--- src/rtl/matrix_row_packer.sv ---
`default_nettype none
// +--------------------------------------------------------------------------+
// | matrix_row_packer                                                        |
// | Packs ROW_IN serial rows of COL_IN elements into one row-major matrix    |
// | word with valid/ready on both sides.                                     |
// | Option macro: MATRIX_ROW_PACKER_DOUBLE_BUF_EN (fill/output bank pair).   |
// | Revision: 1.0                                                            |
// +--------------------------------------------------------------------------+
module matrix_row_packer #(
  parameter int DATA_WIDTH = 16,
  parameter int ROW_IN     = 8,
  parameter int COL_IN     = 4
) (
  input  logic                                 clk,
  input  logic                                 rst_n,
  input  logic                                 in_valid,
  output logic                                 in_ready,
  input  logic [DATA_WIDTH*COL_IN-1:0]         in_row,
  input  logic                                 in_last,
  output logic                                 out_valid,
  input  logic                                 out_ready,
  output logic [DATA_WIDTH*ROW_IN*COL_IN-1:0]  out_mat,
  output logic                                 err
);

  localparam int ROW_W = DATA_WIDTH * COL_IN;
  localparam int CNT_W = (ROW_IN > 1) ? $clog2(ROW_IN) : 1;
  localparam logic [CNT_W-1:0] LAST_ROW = CNT_W'(ROW_IN - 1);
`ifdef MATRIX_ROW_PACKER_DOUBLE_BUF_EN
  localparam logic [1:0] OCC_MAX = 2'd2;
`else
  localparam logic [1:0] OCC_MAX = 2'd1;
`endif

  typedef enum logic [0:0] {
    S_INIT = 1'b0,
    S_RUN  = 1'b1
  } state_t;

  state_t           state_q;
  logic [CNT_W-1:0] cnt_q;
  logic [1:0]       occ_q;
  logic [1:0]       occ_d;
  logic             in_ready_q;
  logic             out_valid_q;
  logic             err_q;
  logic             accept;
  logic             complete;
  logic             pop;

  assign accept   = in_valid && in_ready_q;
  assign complete = accept && (cnt_q == LAST_ROW);
  assign pop      = out_valid_q && out_ready;
  // Occupancy counts completed matrices not yet handed to the consumer.
  assign occ_d    = occ_q + {1'b0, complete} - {1'b0, pop};

  assign in_ready  = in_ready_q;
  assign out_valid = out_valid_q;
  assign err       = err_q;

`ifdef MATRIX_ROW_PACKER_DOUBLE_BUF_EN
  logic [ROW_W-1:0] bank_q [2][ROW_IN];
  logic             wr_sel_q;
  logic             rd_sel_q;

  always_ff @(posedge clk or negedge rst_n) begin
    if (!rst_n) begin
      for (int b = 0; b < 2; b++) begin
        for (int r = 0; r < ROW_IN; r++) begin
          bank_q[b][r] <= '0;
        end
      end
    end else if (accept) begin
      bank_q[wr_sel_q][cnt_q] <= in_row;
    end
  end

  always_ff @(posedge clk or negedge rst_n) begin
    if (!rst_n) begin
      wr_sel_q <= 1'b0;
      rd_sel_q <= 1'b0;
    end else begin
      if (complete) wr_sel_q <= ~wr_sel_q;
      if (pop)      rd_sel_q <= ~rd_sel_q;
    end
  end

  for (genvar r = 0; r < ROW_IN; r++) begin : g_out_row
    assign out_mat[r*ROW_W +: ROW_W] = bank_q[rd_sel_q][r];
  end
`else
  logic [ROW_W-1:0] bank_q [ROW_IN];

  // The single bank is only written while empty, so it is stable whenever out_valid is high.
  always_ff @(posedge clk or negedge rst_n) begin
    if (!rst_n) begin
      for (int r = 0; r < ROW_IN; r++) begin
        bank_q[r] <= '0;
      end
    end else if (accept) begin
      bank_q[cnt_q] <= in_row;
    end
  end

  for (genvar r = 0; r < ROW_IN; r++) begin : g_out_row
    assign out_mat[r*ROW_W +: ROW_W] = bank_q[r];
  end
`endif

  always_ff @(posedge clk or negedge rst_n) begin
    if (!rst_n) begin
      state_q     <= S_INIT;
      cnt_q       <= '0;
      occ_q       <= 2'd0;
      in_ready_q  <= 1'b0;
      out_valid_q <= 1'b0;
      err_q       <= 1'b0;
    end else begin
      case (state_q)
        S_INIT: begin
          in_ready_q <= 1'b1;
          state_q    <= S_RUN;
        end
        S_RUN: begin
          if (accept) begin
            cnt_q <= complete ? '0 : cnt_q + CNT_W'(1);
            // Framing is by count only; a mismatched in_last just flags it.
            if (in_last != complete) err_q <= 1'b1;
          end
          occ_q       <= occ_d;
          in_ready_q  <= (occ_d < OCC_MAX);
          out_valid_q <= (occ_d != 2'd0);
        end
        default: begin
          state_q <= S_INIT;
        end
      endcase
    end
  end

endmodule
`default_nettype wire

--- config.mk ---
export PLATFORM = sky130hd
export DESIGN_NAME = matrix_row_packer
export DESIGN_NICKNAME = d
export VERILOG_FILES = /design/src/rtl/matrix_row_packer.sv
export SDC_FILE = /design/constraint.sdc
export NUM_CORES = 1
export LEC_CHECK = 0
export BUFFER_PORTS_ARGS = -buffer_cell sky130_fd_sc_hd__buf_2
export CORE_AREA = 3 3 227 229
export DETAILED_ROUTE_END_ITERATION = 7
export DIE_AREA = 0 0 230 232
export MAX_ROUTING_LAYER = met4
export SLEW_MARGIN = 25
export SYNTH_ARGS = -nofsm -noshare
export SYNTH_HDL_FRONTEND = slang
export SYNTH_SLANG_ARGS = --single-unit
--- constraint.sdc ---
create_clock -name clk -period 5.23 [get_ports clk]
set_clock_uncertainty 0.15 [all_clocks]
set_input_delay 0.523 -clock clk [delete_from_list [all_inputs] [get_ports clk]]
set_output_delay 0.523 -clock clk [all_outputs]
set_load 0.05 [all_outputs]
==> summary.md <==
| Metric | Value |
|---|---|
| Status | `completed` |
| Top post-synthesis cells by area | `dfrtp_1, mux2_2, mux2_4, buf_2, buf_6` |
| Worst-Margin Slew | `0.940 ns` |
| DP Cell Count | `2,348` |
| Via count | `11,900` |
| GRT Resource Usage Total | `21.1%` |
| Clk sinks | `521` |
| Synth-to-Final Area Change | `28.1%` |
| Fmax | `368 MHz` |
| H-Tree Depth | `2` |
| Core area | `49,900 sq um` |
| Syn nets | `1,195` |
| Post-Place Setup Slack | `2.22 ns` |
| Pin count of the biggest net entering global routing | `118` |
| CP endpoint kind | `flop` |
| Share of the clock period used by the worst path | `52.0%` |
| Die width | `230 um` |
| Share of layout cells above drive strength 1 | `67.8%` |
| Final min period | `2.72 ns` |
| Post-route ant nets | `0` |
| Drt pass-1 iters | `4` |
| Fin nets | `1,806` |
| Synth unique cells | `25` |
| Crit path kind | `flop to flop` |
| FF-to-FF path depth | `4` |
| Final Max Slew Viols | `0` |
| CP cell instances | `nand3b_1 -> or3_4 -> buf_4 -> mux2_4` |
| Clk pin slew, worst setup/hold paths | `0.06 ns` |
| Syn Inst Count | `1,123` |
| Vias per cell | `4.88` |
| FF+latch count, synth | `521` |
| GRT Residual Overflow | `0` |
| Top-area cell type share of the netlist area | `65.6%` |
| Post-synth top area cell | `dfrtp_1` |
| # setup viols final | `0` |
| Required time worst endpoint | `5.53 ns` |
| Gpl congestion | `0.788` |
| Final worst slack | `2.51 ns` |
| DRC Markers | `0` |
| Post-Route WL | `56,100 um` |
| MaxCap Viol Count | `0` |
| Number of global-route vias before repair | `12,600` |
| Post-synth EDFFs | `0` |
| Clk_lat worst skew | `0.58 ns` |
| FP Rows | `82` |
| Die area | `53,400 sq um` |
| First DRT Iteration DRCs | `496` |
| Register area share after synthesis | `65.6%` |
| Core Util, Final | `51.0%` |
| Syn. warnings | `0` |
| Final Hold Viols | `0` |
| Initial Util | `39.8%` |
| RSZ-0062 raised after global routing | `false` |
| I/O Pins | `584` |
| Finished Layout Cells | `2,450` |
| Longest Clk Path Bufs | `3` |
| CP max stage delay | `0.69 ns` |
| Most common cell in the netlist | `dfrtp_1` |
| Hold crit path type | `primary input to flop` |
| Max-slew headroom | `37.3%` |
| Initial antenna violation count | `0` |
| Hold Crit Depth | `3` |
| CTS tree | `built` |
| Routed len/inst | `22.9 um` |
| WP data arrival | `3.02 ns` |
| Critical-path top delay cell | `or3_4` |
| Clk root buf | `clkbuf_16` |
| First-pass GRT wire length | `83,200 um` |
| Die height | `232 um` |
| Antenna diode count | `0` |
| Crit-path max FO | `38` |
| # port buffers | `583` |
| CP Launch Type | `flop` |
| FFs w/ async S/R, synth | `100%` |
| Synth cell count leaders | `dfrtp_1, mux2_2, mux2_4` |
| Setup Total Neg Slack | `0 ns` |
| DP HPWL | `38,300 um` |
| Syn avg cell area | `17.7 sq um` |
| Synthesized area | `19,900 sq um` |
| TritonCTS buffer count | `55` |
| Prevailing post-synth register cell | `dfrtp_1` |
| Post-CTS sizing | `0` |
worst max-delay path, delay by kind of cell (launching register included):
family	cells	cell delay, ns
muxes	1	0.35
DFF	1	0.44
and+or+nand+nor	2	1.00
buffers and inverters	1	0.62
layer usage:
metal	vias to the layer above	routed length, um	GRT usage [%]
li1	5219	-	-
met1	6249	22400	25.1
met2	383	27700	34.8
met3	95	4260	6.50
met4	0	1670	6.33
met5	-	0	-
sequential cells by signal (all words and copies together), names as in the netlist:
register,flops
cnt_q,3
err,1
in_ready,1
occ_q,2
out_mat,512
out_valid,1
state_q,1
repair_timing:
item,CTS,global route
hold buffers,1,0
buffers inserted,0,0
hold endpoints to repair,94,0
logic make-up (layout without fill, tap and decap cells):
kind of cell	after synthesis	count (layout)	share of synthesized area, %
AND/OR/NAND/NOR	23	23	0.680
buffers and inverters	50	705	1.64
XOR/XNOR	4	4	0.176
flip-flops	521	521	65.6
multiplexers	514	514	31.4
other	1	1	0.0189
adder cells (fa/ha/maj)	3	3	0.189
AO/OA/AOI/OAI	7	7	0.252
stage by stage:
step	hold slack [ns]	instance area (sq um)
2_1_floorplan	0.0774	19900
3_3_place_gp	0.311	23600
3_5_place_dp	0.319	23600
4_1_cts	0.0252	25400
5_1_grt	0.0580	25400
6_report	0.0765	25400
final cells by class:
cell class,count,area (sq um)
timing repair buffer,604,3180
multi-input combinational,552,6540
clock inverter,16,141
fill,4345,24400
clock buffer,85,1700
tap,672,841
sequential,521,13000
worst paths after layout:
kind	start	endpoint	slack [ns]
worst min-delay path	in_last	err	0.08
min in group asynchronous	rst_n	out_mat[169]	0.46
worst max register to register	in_ready	out_mat[0]	2.51
worst max-delay path	in_ready	out_mat[0]	2.51
worst min register to register	out_mat[333]	out_mat[333]	0.33
max in group asynchronous	rst_n	out_mat[429]	3.31
cells in the final DEF (no fill, tap or decap), drive strengths merged:
cell type,count
nand2,4
xnor2,2
conb,1
and4,1
buf,603
a21boi,1
nor2,6
o21ai,2
nand3,3
a211o,1
clkinvlp,3
bufinv,2
or3,2
dfrtp,521
mux2,514
o21bai,1
and3b,1
nand3b,1
o22a,1
a21o,1
nand2b,4
nor3,1
ha,3
xor2,2
clkinv,11
dlygate4sd3,1
clkbuf,85
Power is not shown: default switching activity piles up to over one toggle a cycle in this logic, so the estimate is an artifact.
